$ cat config.mk
export PLATFORM = sky130hd
export DESIGN_NAME = control_sequencer
export DESIGN_NICKNAME = d
export VERILOG_FILES = /design/src/rtl/control_sequencer_pkg.sv /design/src/rtl/control_sequencer_opcode_class_decoder.sv /design/src/rtl/control_sequencer.sv
export SDC_FILE = /design/constraint.sdc
export NUM_CORES = 1
export LEC_CHECK = 0
export CAP_MARGIN = 20
export CORE_MARGIN = 4
export CORE_UTILIZATION = 52
export DETAILED_ROUTE_END_ITERATION = 8
export GPL_TIMING_DRIVEN = 0
export PLACE_DENSITY = 0.87
export RECOVER_POWER = 25
export SYNTH_ARGS = -nofsm -noshare
export SYNTH_HDL_FRONTEND = slang
export SYNTH_SLANG_ARGS = --single-unit
$ cat constraint.sdc
create_clock -name clock -period 2.8 [get_ports clock]
set_clock_uncertainty 0.1 [all_clocks]
set_input_delay 0.28 -clock clock [delete_from_list [all_inputs] [get_ports clock]]
set_output_delay 0.28 -clock clock [all_outputs]
set_load 0.01 [all_outputs]
$ cat src/rtl/control_sequencer_pkg.sv
// Shared definitions for the Mini-SRC control sequencer: opcodes, bus/latch
// bit positions, FSM step encoding and the opcode class record.
package control_sequencer_pkg;

    localparam int OPCODE_W = 5;
    localparam int ALUOP_W  = 5;

    // Instruction opcodes (IR[31:27]); ALU operation codes reuse these values.
    localparam logic [4:0] OP_LD   = 5'b00000;
    localparam logic [4:0] OP_LDI  = 5'b00001;
    localparam logic [4:0] OP_ST   = 5'b00010;
    localparam logic [4:0] OP_ADD  = 5'b00011;
    localparam logic [4:0] OP_SUB  = 5'b00100;
    localparam logic [4:0] OP_AND  = 5'b00101;
    localparam logic [4:0] OP_OR   = 5'b00110;
    localparam logic [4:0] OP_SHR  = 5'b00111;
    localparam logic [4:0] OP_SHRA = 5'b01000;
    localparam logic [4:0] OP_SHL  = 5'b01001;
    localparam logic [4:0] OP_ROR  = 5'b01010;
    localparam logic [4:0] OP_ROL  = 5'b01011;
    localparam logic [4:0] OP_ADDI = 5'b01100;
    localparam logic [4:0] OP_ANDI = 5'b01101;
    localparam logic [4:0] OP_ORI  = 5'b01110;
    localparam logic [4:0] OP_MUL  = 5'b01111;
    localparam logic [4:0] OP_DIV  = 5'b10000;
    localparam logic [4:0] OP_NEG  = 5'b10001;
    localparam logic [4:0] OP_NOT  = 5'b10010;
    localparam logic [4:0] OP_BRX  = 5'b10011;
    localparam logic [4:0] OP_JR   = 5'b10100;
    localparam logic [4:0] OP_JAL  = 5'b10101;
    localparam logic [4:0] OP_IN   = 5'b10110;
    localparam logic [4:0] OP_OUT  = 5'b10111;
    localparam logic [4:0] OP_MFHI = 5'b11000;
    localparam logic [4:0] OP_MFLO = 5'b11001;
    localparam logic [4:0] OP_NOP  = 5'b11010;
    localparam logic [4:0] OP_HALT = 5'b11011;

    // bus_src bit positions {PCout,MDRout,Zhighout,Zlowout,HIout,LOout,InPortout,Cout}
    localparam int BS_PC   = 7;
    localparam int BS_MDR  = 6;
    localparam int BS_ZHI  = 5;
    localparam int BS_ZLO  = 4;
    localparam int BS_HI   = 3;
    localparam int BS_LO   = 2;
    localparam int BS_INP  = 1;
    localparam int BS_C    = 0;

    // latch_en bit positions {PCin,IRin,MARin,MDRin,Yin,Zin,HIin,LOin,OutPortin,CONin,IncPC}
    localparam int LE_PC   = 10;
    localparam int LE_IR   = 9;
    localparam int LE_MAR  = 8;
    localparam int LE_MDR  = 7;
    localparam int LE_Y    = 6;
    localparam int LE_Z    = 5;
    localparam int LE_HI   = 4;
    localparam int LE_LO   = 3;
    localparam int LE_OUTP = 2;
    localparam int LE_CON  = 1;
    localparam int LE_INC  = 0;

    typedef enum logic [3:0] {
        ST_T0   = 4'd0,
        ST_T1   = 4'd1,
        ST_T2   = 4'd2,
        ST_T3   = 4'd3,
        ST_T4   = 4'd4,
        ST_T5   = 4'd5,
        ST_T6   = 4'd6,
        ST_T7   = 4'd7,
        ST_HALT = 4'd8
    } state_t;

    typedef struct packed {
        logic ralu;
        logic imm;
        logic muldiv;
        logic unary;
        logic ld;
        logic ldi;
        logic st;
        logic br;
        logic jr;
        logic jal;
        logic io;
        logic mfx;
        logic nop;
        logic halt;
        logic illegal;
    } op_class_t;

    // Final execute step of each instruction class.
    function automatic state_t last_step(input op_class_t c);
        state_t s;
        if (c.ralu || c.imm || c.ldi) begin
            s = ST_T5;
        end else if (c.muldiv || c.br) begin
            s = ST_T6;
        end else if (c.ld || c.st) begin
            s = ST_T7;
        end else if (c.unary || c.jal) begin
            s = ST_T4;
        end else begin
            s = ST_T3;
        end
        return s;
    endfunction

    // Successor of an execute step.
    function automatic state_t step_after(input state_t s);
        state_t n;
        case (s)
            ST_T3:   n = ST_T4;
            ST_T4:   n = ST_T5;
            ST_T5:   n = ST_T6;
            ST_T6:   n = ST_T7;
            default: n = ST_T0;
        endcase
        return n;
    endfunction

endpackage

$ cat src/rtl/control_sequencer_opcode_class_decoder.sv
// Maps the IR opcode field onto one-hot instruction classes for the sequencer.
module opcode_class_decoder
    import control_sequencer_pkg::*;
#(
    parameter int OPW = OPCODE_W
) (
    input  logic [OPW-1:0] opcode,
    output op_class_t      op_class
);

    // Classify the opcode; anything outside the defined set is illegal.
    always_comb begin
        op_class = '0;
        case (opcode)
            OP_ADD, OP_SUB, OP_AND, OP_OR, OP_SHR,
            OP_SHRA, OP_SHL, OP_ROR, OP_ROL:    op_class.ralu    = 1'b1;
            OP_ADDI, OP_ANDI, OP_ORI:           op_class.imm     = 1'b1;
            OP_MUL, OP_DIV:                     op_class.muldiv  = 1'b1;
            OP_NEG, OP_NOT:                     op_class.unary   = 1'b1;
            OP_LD:                              op_class.ld      = 1'b1;
            OP_LDI:                             op_class.ldi     = 1'b1;
            OP_ST:                              op_class.st      = 1'b1;
            OP_BRX:                             op_class.br      = 1'b1;
            OP_JR:                              op_class.jr      = 1'b1;
            OP_JAL:                             op_class.jal     = 1'b1;
            OP_IN, OP_OUT:                      op_class.io      = 1'b1;
            OP_MFHI, OP_MFLO:                   op_class.mfx     = 1'b1;
            OP_NOP:                             op_class.nop     = 1'b1;
            OP_HALT:                            op_class.halt    = 1'b1;
            default:                            op_class.illegal = 1'b1;
        endcase
    end

endmodule

$ cat src/rtl/control_sequencer.sv
// Multi-cycle fetch/execute control sequencer for a Mini-SRC style datapath.
// Outputs are a decode of the step register and the IR opcode (valid from T3).
// Right after reset the sequencer sits one cycle in T0 with all controls quiet,
// so the reset state never drives the datapath.
module control_sequencer
    import control_sequencer_pkg::*;
#(
    parameter int OPW  = OPCODE_W,
    parameter int ALUW = ALUOP_W
) (
    input  logic            clock,
    input  logic            reset,
    input  logic [OPW-1:0]  opcode,
    input  logic            con_ff,
    input  logic            mem_ready,
    input  logic            stop,
    output logic            Gra,
    output logic            Grb,
    output logic            Grc,
    output logic            Rin,
    output logic            Rout,
    output logic            BAout,
    output logic [7:0]      bus_src,
    output logic [10:0]     latch_en,
    output logic [ALUW-1:0] alu_op,
    output logic            read,
    output logic            write,
    output logic            run,
    output logic            illegal
);

    state_t    state;
    state_t    next_state;
    state_t    end_state;
    logic      boot;
    logic      mem_wait;
    op_class_t cls;

    opcode_class_decoder #(.OPW(OPW)) u_decoder (
        .opcode   (opcode),
        .op_class (cls)
    );

    // Step register; boot marks the quiet cycle that follows reset.
    always_ff @(posedge clock or posedge reset) begin
        if (reset) begin
            state <= ST_T0;
            boot  <= 1'b1;
        end else begin
            state <= next_state;
            boot  <= 1'b0;
        end
    end

    // Next step: fetch, class-dependent execute length, memory waits, stop/halt.
    always_comb begin
        end_state  = stop ? ST_HALT : ST_T0;
        mem_wait   = ((cls.ld && (state == ST_T6)) || (cls.st && (state == ST_T7))) && !mem_ready;
        next_state = state;
        if (boot) begin
            next_state = end_state;
        end else begin
            case (state)
                ST_T0: next_state = ST_T1;
                ST_T1: begin
                    if (mem_ready) begin
                        next_state = ST_T2;
                    end else begin
                        next_state = ST_T1;
                    end
                end
                ST_T2: next_state = ST_T3;
                ST_T3, ST_T4, ST_T5, ST_T6, ST_T7: begin
                    if ((state == ST_T3) && cls.halt) begin
                        next_state = ST_HALT;
                    end else if (mem_wait) begin
                        next_state = state;
                    end else if (state == last_step(cls)) begin
                        next_state = end_state;
                    end else begin
                        next_state = step_after(state);
                    end
                end
                ST_HALT: next_state = ST_HALT;
                default: next_state = ST_T0;
            endcase
        end
    end

    // Control decode for the current step and instruction class.
    always_comb begin
        Gra      = 1'b0;
        Grb      = 1'b0;
        Grc      = 1'b0;
        Rin      = 1'b0;
        Rout     = 1'b0;
        BAout    = 1'b0;
        bus_src  = 8'h00;
        latch_en = 11'h000;
        alu_op   = '0;
        read     = 1'b0;
        write    = 1'b0;
        illegal  = 1'b0;
        run      = (state != ST_HALT);
        if (boot) begin
            bus_src = 8'h00;
        end else begin
            case (state)
                ST_T0: begin
                    bus_src[BS_PC]   = 1'b1;
                    latch_en[LE_MAR] = 1'b1;
                    latch_en[LE_INC] = 1'b1;
                    latch_en[LE_Z]   = 1'b1;
                end
                ST_T1: begin
                    bus_src[BS_ZLO]  = 1'b1;
                    latch_en[LE_PC]  = 1'b1;
                    latch_en[LE_MDR] = 1'b1;
                    read             = 1'b1;
                end
                ST_T2: begin
                    bus_src[BS_MDR]  = 1'b1;
                    latch_en[LE_IR]  = 1'b1;
                end
                ST_T3: begin
                    if (cls.ralu || cls.imm) begin
                        Grb = 1'b1; Rout = 1'b1; latch_en[LE_Y] = 1'b1;
                    end else if (cls.muldiv) begin
                        Gra = 1'b1; Rout = 1'b1; latch_en[LE_Y] = 1'b1;
                    end else if (cls.unary) begin
                        Grb = 1'b1; Rout = 1'b1; latch_en[LE_Z] = 1'b1;
                        alu_op = ALUW'(opcode);
                    end else if (cls.ld || cls.ldi || cls.st) begin
                        Grb = 1'b1; BAout = 1'b1; latch_en[LE_Y] = 1'b1;
                    end else if (cls.br) begin
                        Gra = 1'b1; Rout = 1'b1; latch_en[LE_CON] = 1'b1;
                    end else if (cls.jr) begin
                        Gra = 1'b1; Rout = 1'b1; latch_en[LE_PC] = 1'b1;
                    end else if (cls.jal) begin
                        bus_src[BS_PC] = 1'b1; Grb = 1'b1; Rin = 1'b1;
                    end else if (cls.io) begin
                        if (opcode == OP_IN) begin
                            bus_src[BS_INP] = 1'b1; Gra = 1'b1; Rin = 1'b1;
                        end else begin
                            Gra = 1'b1; Rout = 1'b1; latch_en[LE_OUTP] = 1'b1;
                        end
                    end else if (cls.mfx) begin
                        if (opcode == OP_MFHI) begin
                            bus_src[BS_HI] = 1'b1;
                        end else begin
                            bus_src[BS_LO] = 1'b1;
                        end
                        Gra = 1'b1; Rin = 1'b1;
                    end else if (cls.illegal) begin
                        illegal = 1'b1;
                    end else begin
                        illegal = 1'b0;
                    end
                end
                ST_T4: begin
                    if (cls.ralu) begin
                        Grc = 1'b1; Rout = 1'b1; latch_en[LE_Z] = 1'b1;
                        alu_op = ALUW'(opcode);
                    end else if (cls.imm) begin
                        bus_src[BS_C] = 1'b1; latch_en[LE_Z] = 1'b1;
                        alu_op = ALUW'(opcode);
                    end else if (cls.muldiv) begin
                        Grb = 1'b1; Rout = 1'b1; latch_en[LE_Z] = 1'b1;
                        alu_op = ALUW'(opcode);
                    end else if (cls.unary) begin
                        bus_src[BS_ZLO] = 1'b1; Gra = 1'b1; Rin = 1'b1;
                    end else if (cls.ld || cls.ldi || cls.st) begin
                        bus_src[BS_C] = 1'b1; latch_en[LE_Z] = 1'b1;
                        alu_op = ALUW'(OP_ADD);
                    end else if (cls.br) begin
                        bus_src[BS_PC] = 1'b1; latch_en[LE_Y] = 1'b1;
                    end else if (cls.jal) begin
                        Gra = 1'b1; Rout = 1'b1; latch_en[LE_PC] = 1'b1;
                    end else begin
                        illegal = 1'b0;
                    end
                end
                ST_T5: begin
                    if (cls.ralu || cls.imm) begin
                        // ALU op stays applied while Z low is written back.
                        bus_src[BS_ZLO] = 1'b1; Gra = 1'b1; Rin = 1'b1;
                        alu_op = ALUW'(opcode);
                    end else if (cls.ldi) begin
                        bus_src[BS_ZLO] = 1'b1; Gra = 1'b1; Rin = 1'b1;
                    end else if (cls.ld || cls.st) begin
                        bus_src[BS_ZLO] = 1'b1; latch_en[LE_MAR] = 1'b1;
                    end else if (cls.muldiv) begin
                        bus_src[BS_ZLO] = 1'b1; latch_en[LE_LO] = 1'b1;
                    end else if (cls.br) begin
                        bus_src[BS_C] = 1'b1; latch_en[LE_Z] = 1'b1;
                        alu_op = ALUW'(OP_ADD);
                    end else begin
                        illegal = 1'b0;
                    end
                end
                ST_T6: begin
                    if (cls.muldiv) begin
                        bus_src[BS_ZHI] = 1'b1; latch_en[LE_HI] = 1'b1;
                    end else if (cls.ld) begin
                        read = 1'b1; latch_en[LE_MDR] = 1'b1;
                    end else if (cls.st) begin
                        Gra = 1'b1; Rout = 1'b1; latch_en[LE_MDR] = 1'b1;
                    end else if (cls.br) begin
                        bus_src[BS_ZLO] = 1'b1; latch_en[LE_PC] = con_ff;
                    end else begin
                        illegal = 1'b0;
                    end
                end
                ST_T7: begin
                    if (cls.ld) begin
                        bus_src[BS_MDR] = 1'b1; Gra = 1'b1; Rin = 1'b1;
                    end else if (cls.st) begin
                        write = 1'b1;
                    end else begin
                        illegal = 1'b0;
                    end
                end
                ST_HALT: begin
                    illegal = 1'b0;
                end
                default: begin
                    illegal = 1'b0;
                end
            endcase
        end
    end

    control_sequencer_checker u_checker (
        .clock    (clock),
        .reset    (reset),
        .bus_src  (bus_src),
        .Rout     (Rout),
        .BAout    (BAout)
    );

endmodule

// Bus contention guard: at most one driver on the shared bus each cycle.
module control_sequencer_checker (
    input  logic       clock,
    input  logic       reset,
    input  logic [7:0] bus_src,
    input  logic       Rout,
    input  logic       BAout
);

    a_single_bus_driver: assert property (
        @(posedge clock) disable iff (reset)
        $countones({bus_src, Rout, BAout}) <= 1
    );

endmodule
==> impl_results.md <==
* Status: finished, violations left
* Failing checks: negative setup slack
* Largest net degree at the start of global routing at 12
* Synth Register Bits at 5
* Maximum VDD drop at 0.4137 mV
* Footprint of the multi-input gates at 0.001359 mm²
* Layout Cells excl Fill at 318
* Worst slew pin tran at 0.5409 ns
* I/O Pins at 44
* Detailed Route WL at 5862 µm
* Area share of the largest cell type after synthesis at 0.07928
* CTS Buffer Depth at 2
* Residual DRC count at 0
* Mux share of post-synthesis cell area at 0
* Predominant post-synthesis flop cell: dfrtp_1
* Crit Path Category: input port to output port
* Switching fraction of total power at 0.4676
* Synth area leaders: nor2_1 (7.9%), dfrtp_1 (6.8%), a21oi_1 (5.8%), o21ai_0 (5.8%), nand2_1 (5.1%)
* # rows at 19
* Pint at 264.5 µW
* Util after Layout at 0.8046
* Worst skew pair latency at 0.24 ns
* Rel. slew slack at 0.6394
* Reg area at 127.6 µm²
* Mapped Avg Cell Area at 6.245 µm²
* PD cells at 225.8 mW/mm²
* Buf/Inv on CP at 4
* EDFF count, synth at 0
* Placed cell count at 309
* Wire per inst at 18.43 µm
* Synth Area in XOR/XNOR at 0.02984
* Htree depth at 1
* Sequential fraction of the synthesis area at 0.08610
* Max-Cap Viols at 0
* Drt first pass iters at 4
* Most frequent cells in the layout: clkdlybuf4s50_1 (29), nor2_1 (25), nand2_1 (18)
* Compound-Gate Fraction of Synth Area at 0.3538
* PortBufs at 43
* Crit path time final at 2.808 ns
* TNS Setup at -0.007885 ns
* Final hold violation count at 0
* Final layout net count at 298
* Type of origin of the critical path: input port
* Core ar. at 0.002734 mm²
* Layout fillers at 205
* Final Setup Violations at 1
* CP max-delay cell: clkdlybuf4s50_1
* Initial Utilization at 0.5368
* CTS Sinks at 5
* Crit end category: output port
* Die Y at 61.13 µm
* Req. time, crit path at 2.42 ns
* CP top delay family: buffers and inverters
* Yosys top cell by area: nor2_1
* Max-slew violation count at 0
* Combinational Power Share at 0.650
* Clock slew at reported path FFs at 0.04 ns
* Synth Area in Simple Gates at 0.4331
* Iter 0 DRT Violations at 256
* Clock network power share at 0.171
* Fmax at 356.1 MHz
* Pre-CTS setup slack at -0.4488 ns
* Crit share post-route at 1.003
* Syn Inst Count at 235
* Area growth from synthesis to layout at 49.87%
* Antenna-violating nets left at 0
* NetSw at 232.3 µW
* Synth unique cells at 58
* Die W at 61.13 µm
* Share of cells above drive strength 1 at 0.2509
* Cell breakdown of the critical path: clkdlybuf4s50_1 -> buf_4 -> nand2b_1 -> clkbuf_1 -> a21oi_1 -> a211oi_1 -> o21a_1 -> o22ai_1 -> clkdlybuf4s50_1
* Via count at 2183
* Ys Warns at 0
* Initial antenna violation count at 0
* Vias in the first global route at 1900
* Adder-cell share of the synthesized area at 0
* Crit path DAT at 2.43 ns
* Max incr delay on CP at 0.49 ns
* Vias per cell at 6.865
* Full die area at 0.003736 mm²
* Combinational family with the most area after synthesis: simple AND/OR/NAND/NOR gates
* Hold-fix buffers, CTS at 0
* Synth Cell Area at 0.001468 mm²
* Max Fanout on Critical Path at 10
* Commonest non-fill, non-tap cell in the layout: clkdlybuf4s50_1
* Hold crit path type: input port to async pin
* CTS root buf: clkbuf_4
* CTS tree: built
* Lkg Pwr at 0.8225 nW
* Share of power burned in registers at 0.180
* HPWL Detailed at 4136 µm
* First-pass GRT wire length at 8818 µm
* Global route overflow at 0
* PnR worst setup slack at -0.007885 ns
* GRT Resource Usage Total at 0.3069
* Diodes inserted at 0
* Cts bufs inserted at 3
* Crit path top cell by count: clkdlybuf4s50_1
* RD Place Congestion at 1.023
* Synth async-reset ratio at 1.000
* Unrepaired setup endpoints after global routing: yes
* Syn nets at 245
==> Yosys cell counts, drive strengths merged, types with 3 or more instances <==
| cell | n |
|---|---|
| a211oi | 6 |
| a21oi | 17 |
| a31oi | 8 |
| buf | 15 |
| clkbuf | 10 |
| dfrtp | 4 |
| inv | 5 |
| nand2 | 20 |
| nand2b | 8 |
| nand3 | 7 |
| nand4 | 4 |
| nor2 | 31 |
| nor2b | 5 |
| nor3 | 10 |
| nor4 | 8 |
| nor4b | 3 |
| o21ai | 18 |
| o21bai | 3 |
| o22ai | 3 |
| o41ai | 3 |
| or3 | 5 |
| or4 | 5 |
| xnor2 | 3 |
==> area by class of cell <==
cell class | instances | share of cell area
multi-input cells | 200 | 0.6177
repair buffers | 50 | 0.2144
plain buffers | 23 | 0.07167
flip-flops and latches | 5 | 0.05802
well taps | 31 | 0.01763
clock buffers | 4 | 0.01195
inverters | 5 | 0.008532
==> state kept, by name, summed over array words and instances (netlist names) <==
signal / flops
boot: 1
state: 4
==> power by group through the flow <==
stage               clock [mW]  combinational (mW)  sequential, mW
floorplan                    0               0.189          0.0847
global placement             0               0.281          0.0864
detailed placement           0               0.283          0.0869
CTS                     0.0881               0.293          0.0874
global route            0.0977               0.344          0.0904
finish                  0.0848               0.323          0.0892
==> metrics by stage <==
| step | cell area, µm² | total power [mW] | hold slack, ns |
|---|---|---|---|
| 2_1_floorplan | 1468 | 0.2739 | -0.04221 |
| 3_3_place_gp | 1937 | 0.3673 | 0.3877 |
| 6_report | 2200 | 0.4967 | 0.2669 |
| 5_1_grt | 2200 | 0.5325 | 0.2725 |
| 4_1_cts | 2083 | 0.4689 | 0.1246 |
| 3_5_place_dp | 1937 | 0.3699 | 0.3891 |
==> repair_timing <==
item / in CTS / in global routing
setup buffers: 5 / 2
endpoints found under the setup margin: 23 / 20
resized for setup: 50 / 37
pin swaps: 4 / 6
==> layer usage <==
layer / vias up / wire (µm) / part of all wire / global-route usage
met4: 0 / 168 / 0.029 / 0.07740
met1: 994 / 2306 / 0.39 / 0.4098
met5: - / 0 / 0 / 0
met3: 28 / 724 / 0.12 / 0.08176
li1: 990 / - / - / -
met2: 171 / 2662 / 0.45 / 0.4894
==> path summary, 6_finish.rpt <==
check	endpoint	slack, ns	depth (start not counted)	startpoint
max	Rout	-0.008	9	opcode[2]
min	state[0]	0.27	2	reset
max in group asynchronous	boot	2.10	2	reset
min reg2reg	state[1]	0.77	2	state[3]
max reg2reg	state[3]	0.80	6	state[0]
min in group clock	state[3]	0.61	2	stop
==> kinds of logic after synthesis <==
kind of cell,count (synthesis)
DFF,5
and+or+nand+nor,118
AOI/OAI and AO/OA,76
buffers and inverters,30
xor gates and xnor gates,5
other,1
No activity file was read; power rests on OpenSTA's default activity.
==> edit, RTL diff (config.mk and constraints unchanged) <==
The 9 states of `state_t` get a Gray code encoding in 4 bits.
--- a/src/rtl/control_sequencer_pkg.sv
+++ b/src/rtl/control_sequencer_pkg.sv
@@ -59,15 +59,15 @@
     localparam int LE_INC  = 0;
 
     typedef enum logic [3:0] {
-        ST_T0   = 4'd0,
-        ST_T1   = 4'd1,
-        ST_T2   = 4'd2,
-        ST_T3   = 4'd3,
-        ST_T4   = 4'd4,
-        ST_T5   = 4'd5,
-        ST_T6   = 4'd6,
-        ST_T7   = 4'd7,
-        ST_HALT = 4'd8
+        ST_T0   = 4'b0000,
+        ST_T1   = 4'b0001,
+        ST_T2   = 4'b0011,
+        ST_T3   = 4'b0010,
+        ST_T4   = 4'b0110,
+        ST_T5   = 4'b0111,
+        ST_T6   = 4'b0101,
+        ST_T7   = 4'b0100,
+        ST_HALT = 4'b1100
     } state_t;
 
     typedef struct packed {
Formal check against the unedited RTL: same outputs for any inputs over 4 cycles, from zero or initial values and one cycle with reset high; so few cycles prove little.
==> edit against the original RTL <==
Non-clock buffer count down 4; power down 9.9%; wire length up 0.34%; sequential cell count unchanged; area after synthesis up 4.7%; via count up 1.3%; combinational power down 15%; setup slack better by 0.062 ns; die area up 4.1%; final area down 2.3%; global-route usage down 1.7 points; utilization down 3.2 points.
==> edit: results <==
set metrics [dict create \
    synth.mux.area_fraction 0.00733 \
    wl_mm 5.88 \
    dpl.hpwl_mm 4.20 \
    synth_cells 260 \
    place_inst 331 \
    vdd_drop_max_mv 0.468 \
    wl_met3_um 677 \
    use_met2 0.472 \
    place_ws_ns -0.531 \
    placed_cell_area_mm2 0.00198 \
    ff2ff_path_depth 9 \
    first_iter_violations 304 \
    layout.nets 314 \
    grt_max_degree 11 \
    route.met2.wl_mm 2.63 \
    dr.pass1.iters 5 \
    yosysSeqAreaShare 0.0822 \
    num_vias 2211 \
    wire_per_inst_um 17.6 \
    holdWs_ns 0.268 \
    cts_root_buffer "clkbuf_4" \
    seq_power_share 0.198 \
    synth_compound_area_frac 0.323 \
    synth_xor_area_frac 0.0228 \
    grt.total_usage 0.290 \
    fmax_mhz 364 \
    port_buffers 40 \
    status "completed" \
    top_layer_used "met4" \
    pg_comb_uw 274 \
    post_cts_resized 40 \
    grt_pass1_vias 2003 \
    use_met1 0.403 \
    cts_setup_buffers 3 \
    p_per_area_mw_per_mm2 208 \
    place_congestion 0.989 \
    r2r_slack_ns 0.64 \
    cpPeakStageDelay_ns 0.54 \
    syn-num-nets 270 \
    cts.sinks 5 \
    synth_common_cells "nor2_1 (37), a21oi_1 (25), nand2_1 (24)" \
    r2r-end "state[2]" \
    switching_share 0.473 \
    met1_length_mm 2.45 \
]
==> edit: cell count changes in the layout (fill, tap and decap cells not counted), moves of 5 or more <==
| cell | before | now |
|---|---|---|
| clkdlybuf4s50_1 | 29 | 15 |
| buf_4 | 15 | 7 |
| a31oi_1 | 8 | 2 |
| nor3_1 | 5 | 15 |
| a21oi_1 | 17 | 25 |
| a211oi_1 | 6 | 1 |
| nor2_1 | 25 | 34 |
| dlymetal6s2s_1 | 4 | 13 |
==> edit: worst max-delay path by stage <==
stage	to	startpoint
after detailed placement	Rout	opcode[4]
after CTS	alu_op[2]	state[0]
after floorplan	Rout	state[0]
after global routing	latch_en[4]	opcode[4]
final	latch_en[4]	opcode[4]
after global placement	Rout	opcode[1]
==> edit: cell type report <==
class / count / area (um^2)
tap: 31 / 38.8
timing repair buffer: 43 / 434
clock buffer: 3 / 22.5
sequential: 5 / 128
buffer: 26 / 169
inverter: 6 / 26.3
clock inverter: 1 / 5.00
multi-input combinational: 219 / 1330
fill: 226 / 632
